$ cat config.mk
export PLATFORM = sky130hd
export DESIGN_NAME = pipeline_exec_ctrl
export DESIGN_NICKNAME = d
export VERILOG_FILES = /design/src/rtl/pipeline_exec_ctrl.sv
export SDC_FILE = /design/constraint.sdc
export NUM_CORES = 1
export LEC_CHECK = 0
export CAP_MARGIN = 5
export CORE_ASPECT_RATIO = 0.9
export CORE_MARGIN = 1
export CORE_UTILIZATION = 36
export DETAILED_ROUTE_END_ITERATION = 8
export PLACE_DENSITY = 0.67
export SYNTH_ARGS = -nofsm -noshare
export SYNTH_HDL_FRONTEND = slang
export SYNTH_SLANG_ARGS = --single-unit
$ cat constraint.sdc
create_clock -name i_clk -period 2.96 [get_ports i_clk]
set_clock_uncertainty 0.1 [all_clocks]
set_input_delay 0.592 -clock i_clk [delete_from_list [all_inputs] [get_ports i_clk]]
set_output_delay 0.592 -clock i_clk [all_outputs]
set_load 0.02 [all_outputs]
$ cat src/rtl/pipeline_exec_ctrl.sv
// Run controller for the 5-stage pipeline: continuous run, single step, HALT
// detection at IF, post-HALT drain, and an executed-cycle counter for debug.
//
//  state | meaning
//  IDLE  | pipeline frozen, waiting for start/step
//  RUN   | free-running; advances whenever not externally stalled
//  STEP  | one advance cycle, then back to IDLE (or DONE when drain ends)
//  DRAIN | HALT seen at IF; bubbles injected until in-flight work retires
//  DONE  | program finished; frozen until clear
module pipeline_exec_ctrl #(
  parameter int              SIZE         = 32,
  parameter logic [SIZE-1:0] HALT_WORD    = {SIZE{1'b1}},
  parameter int              DRAIN_CYCLES = 4,
  parameter int              CNT_W        = 32
) (
  input  logic             i_clk,
  input  logic             i_rst,
  input  logic             i_prog_loaded,
  input  logic             i_start,
  input  logic             i_step,
  input  logic             i_halt_req,
  input  logic             i_clear,
  input  logic             i_ext_stall,
  input  logic [SIZE-1:0]  i_if_instruction,
  output logic             o_stall,
  output logic             o_pc_hold,
  output logic             o_bubble,
  output logic             o_prog_reset,
  output logic             o_done,
  output logic [2:0]       o_state,
  output logic [CNT_W-1:0] o_cycle_count
);

  localparam int DW = $clog2(DRAIN_CYCLES + 1);

  typedef enum logic [2:0] {
    S_IDLE  = 3'd0,
    S_RUN   = 3'd1,
    S_STEP  = 3'd2,
    S_DRAIN = 3'd3,
    S_DONE  = 3'd4
  } state_t;

  state_t          state, state_nxt;
  logic            halt_seen, halt_seen_nxt;
  logic [DW-1:0]   drain_cnt, drain_nxt;
  logic [CNT_W-1:0] cycle_count;
  logic            count_inc;
  logic            advance;
  logic            is_halt;
  logic            drain_last;
  logic            prog_reset_q;
  logic            done_q;

  // Freeze decoded purely from state so the latch enables have no input paths.
  assign o_stall    = !(state == S_RUN || state == S_STEP || state == S_DRAIN);
  assign o_pc_hold  = halt_seen;
  assign o_bubble   = halt_seen;
  assign advance    = !o_stall && !i_ext_stall;
  assign is_halt    = (i_if_instruction == HALT_WORD);
  assign drain_last = (drain_cnt == DW'(1));

  always_comb begin
    state_nxt     = state;
    halt_seen_nxt = halt_seen;
    drain_nxt     = drain_cnt;
    count_inc     = 1'b0;
    if (i_clear) begin
      state_nxt     = S_IDLE;
      halt_seen_nxt = 1'b0;
      drain_nxt     = '0;
    end else begin
      case (state)
        S_IDLE: begin
          if (i_prog_loaded && i_start)     state_nxt = S_RUN;
          else if (i_prog_loaded && i_step) state_nxt = S_STEP;
        end
        // RUN resumed after a paused drain keeps counting the drain down.
        S_RUN, S_DRAIN: begin
          if (i_halt_req) begin
            state_nxt = S_IDLE;
          end else if (advance) begin
            count_inc = 1'b1;
            if (halt_seen) begin
              drain_nxt = drain_cnt - DW'(1);
              if (drain_last) state_nxt = S_DONE;
            end else if (is_halt) begin
              halt_seen_nxt = 1'b1;
              drain_nxt     = DW'(DRAIN_CYCLES);
              state_nxt     = S_DRAIN;
            end
          end
        end
        S_STEP: begin
          if (advance) begin
            count_inc = 1'b1;
            state_nxt = S_IDLE;
            if (halt_seen) begin
              drain_nxt = drain_cnt - DW'(1);
              if (drain_last) state_nxt = S_DONE;
            end else if (is_halt) begin
              halt_seen_nxt = 1'b1;
              drain_nxt     = DW'(DRAIN_CYCLES);
            end
          end
        end
        S_DONE:  state_nxt = S_DONE;
        default: state_nxt = S_IDLE;
      endcase
    end
  end

  always_ff @(posedge i_clk) begin
    if (i_rst) begin
      state        <= S_IDLE;
      halt_seen    <= 1'b0;
      drain_cnt    <= '0;
      cycle_count  <= '0;
      prog_reset_q <= 1'b0;
      done_q       <= 1'b0;
    end else begin
      state        <= state_nxt;
      halt_seen    <= halt_seen_nxt;
      drain_cnt    <= drain_nxt;
      prog_reset_q <= i_clear;
      done_q       <= (state_nxt == S_DONE) && (state != S_DONE);
      if (i_clear)
        cycle_count <= '0;
      else if (count_inc && (cycle_count != {CNT_W{1'b1}}))
        cycle_count <= cycle_count + CNT_W'(1);
    end
  end

  assign o_state       = state;
  assign o_cycle_count = cycle_count;
  assign o_prog_reset  = prog_reset_q;
  assign o_done        = done_q;

endmodule

==> results.toml <==
[sta]
max_freq_mhz = 379.9
relSlewSlack_pct = 65.14
drv_slew = 0
rsz0062_at_grt = "no"
worst_slew_pin_slew_ns = 0.5182
fin_crit_ns = 2.632
fin_ws_ns = 0.3278
setup_tns_ns = 0
setup_viol = 0
hold_viol = 0
min_period_over_period_pct = 88.92

[final_layout]
n_antenna_cell = 0
fin_nets = 406
area_growth_pct = 46.27
stdcell_count = 434
fill_cells = 523
fin_util_pct = 55.97
layout-drive-gt1-share_pct = 10.16

[power]
powerDensity_nw_per_um2 = 315.0
leakagePower_nw = 1.082
peakVddDrop_uv = 200.3

[worst_setup_path]
cp.arrival_ns = 2.77
worstPathRequired_ns = 3.10
worstSetupStartpointType = "input port"
cp_max_fo = 27
critPathTopFamily = "simple AND/OR/NAND/NOR gates"
crit_slowest_cell = "or4_4"
path_cells = "clkdlybuf4s50_1, and2_1, or4_4, a31o_4, or4_1, a21oi_1"
critical_path_class = "in2reg"
crit_path_end_kind = "flip-flop"
r2r_start = "o_cycle_count[0]"
slowest_delay_ns = 0.53
critical_path_buf_inv_count = 1
cp-startpoint = "i_halt_req"

[route]
drc = 4
wl_mm = 6.524
vias_per_cell = 5.661
drt_iter0_drc = 154
via_count = 2457
ant_nets = 0
wl_per_cell_um = 15.03
drtPass1Iterations = 7

[floorplan]
die_y_um = 76.64
ios = 80
start_util_pct = 38.27
die_x_um = 84.93
core_area_sq_um = 5823
rows = 26
design.die.area_sq_um = 6509

[synthesis]
synth_area_leader_cell = "dfxtp_1"
synth_top_area_share_pct = 36.83
synth_most_common_cell = "dfxtp_1"
synth-edff-count = 0
ys_seq_area_share_pct = 36.83
synth_area_leaders = "dfxtp_1 (37%), a21oi_1 (6.3%), nand4_1 (5.1%), or3_1 (4.5%), nand2_1 (4.2%)"
synthFlopType = "dfxtp_1"
synth_xor_area_share_pct = 0.7861
synth-compound-area-share_pct = 21.67
ys_seq_elements = 41
syn_avg_cell_area_sq_um = 8.193
async_flop_share_pct = 0
synth_adder_area_share_pct = 1.684
ys.warnings.count = 0
synth_top_family_by_area = "simple AND/OR/NAND/NOR gates"
synth_area_sq_um = 2228
synth_nets = 315
ys_top_cells_by_count = "dfxtp_1 (41), a21oi_1 (28), nand2_1 (25)"
synth-simple-area-share_pct = 34.53
synth_mux_area_share_pct = 1.404
ys_types = 47
synth_cells = 272

[job]
maxCapViolCount = 0

[place]
place_ws_ns = 0.02372
dp.cells = 426
numPortBuffers = 79
gp_congestion = 0.7800
hpwl_mm = 4.897

[global_routing]
grt_first_pass_wirelength_mm = 11.02
grt_usage_pct = 20.82
grt_pass1_vias = 2322
grt_max_degree = 28
grt-ovfl-total = 0
grt_antenna_before_repair = 0

[clock_network]
clock_path_buffers = 2
cts_tree = "done"
numClockSinks = 41
clk_pin_slew_ns = 0.09
insertion_delay_ns = 0.30
cts_buffers = 5
htree_levels = 2
post_cts_buffers = 0
hold_buffers = 0
clk_root_buffer_cell = "clkbuf_8"
ctsResizeCount = 0

[outcome]
status = "complete, but fails checks"
violations = "DRC"

[min_path]
min_from = "drain_cnt[1]"
hp-class = "reg2reg"
[routing by layer]
layer  vias up  routed length (um)  GRT usage (%)
li1       1238                   -              -
met1      1142                3184          28.61
met2        70                2947          33.17
met3         7                 334          3.792
met4         0                  57          6.102
met5         -                   0              0
[cells in the final DEF, fill, tap and decap left out, drive strengths merged, types with 5 or more instances in the layout]
cell / n
a21oi: 28
clkdlybuf4s50: 79
a31oi: 6
clkbuf: 5
dfxtp: 41
nor3: 7
nand3: 12
buf: 16
o31ai: 10
or3: 16
or4: 13
nand2: 25
nor2: 15
nand4: 18
and3: 8
o21ai: 11
and4: 5
[where the power goes]
part           switching (mW)  internal [mW]  leakage [nW]  total, mW
clock network           0.207          0.163        0.0439      0.370
registers             0.00163          0.552         0.330      0.554
logic                  0.0383         0.0648         0.708      0.103
[worst register-to-register path: stages, from the launching register on]
cell	delay, ns
dfxtp_1	0.43
ha_1	0.25
nand4_1	0.23
nor3_2	0.38
nand4b_1	0.14
buf_4	0.19
or4_1	0.46
a21oi_1	0.14
[sequential cells by signal (all words and copies together), names as in the netlist]
signal,flops
drain_cnt,3
o_cycle_count,32
o_bubble,1
o_done,1
o_prog_reset,1
o_state,3
[final cells by class]
type | instances | area (sq um) | share of cell area [%]
inverter | 4 | 15.01 | 0.4607
tap | 70 | 87.58 | 2.687
clock buffer | 5 | 68.82 | 2.111
multi-input combinational | 216 | 1339 | 41.07
clock inverter | 3 | 17.52 | 0.5374
timing repair buffer | 95 | 910.9 | 27.95
sequential | 41 | 820.8 | 25.18
[stage by stage]
step	hold WS, ns	cell area (sq um)	total power [mW]
2_1_floorplan	0.3496	2228	0.5972
3_3_place_gp	0.3627	3173	0.6681
3_5_place_dp	0.3752	3173	0.6698
4_1_cts	0.3861	3259	1.031
5_1_grt	0.4272	3259	1.061
6_report	0.3871	3259	1.027
[logic make-up (layout without fill, tap and decap cells)]
| logic type | Yosys count | after routing |
|---|---|---|
| AO/OA/AOI/OAI | 73 | 73 |
| adder cells (fa/ha/maj) | 3 | 3 |
| multiplexers | 3 | 3 |
| AND/OR/NAND/NOR | 135 | 135 |
| buffers and inverters | 15 | 107 |
| XOR/XNOR | 2 | 2 |
| flip-flops | 41 | 41 |
[worst paths after layout]
path / endpoint / slack [ns] / cells past startpoint
worst max-delay path: o_cycle_count[17] / 0.33 / 6
worst min-delay path: drain_cnt[1] / 0.39 / 2
worst max register to register: o_cycle_count[30] / 0.59 / 7
worst min register to register: drain_cnt[1] / 0.39 / 2
Power figures use the tool's default switching activity.
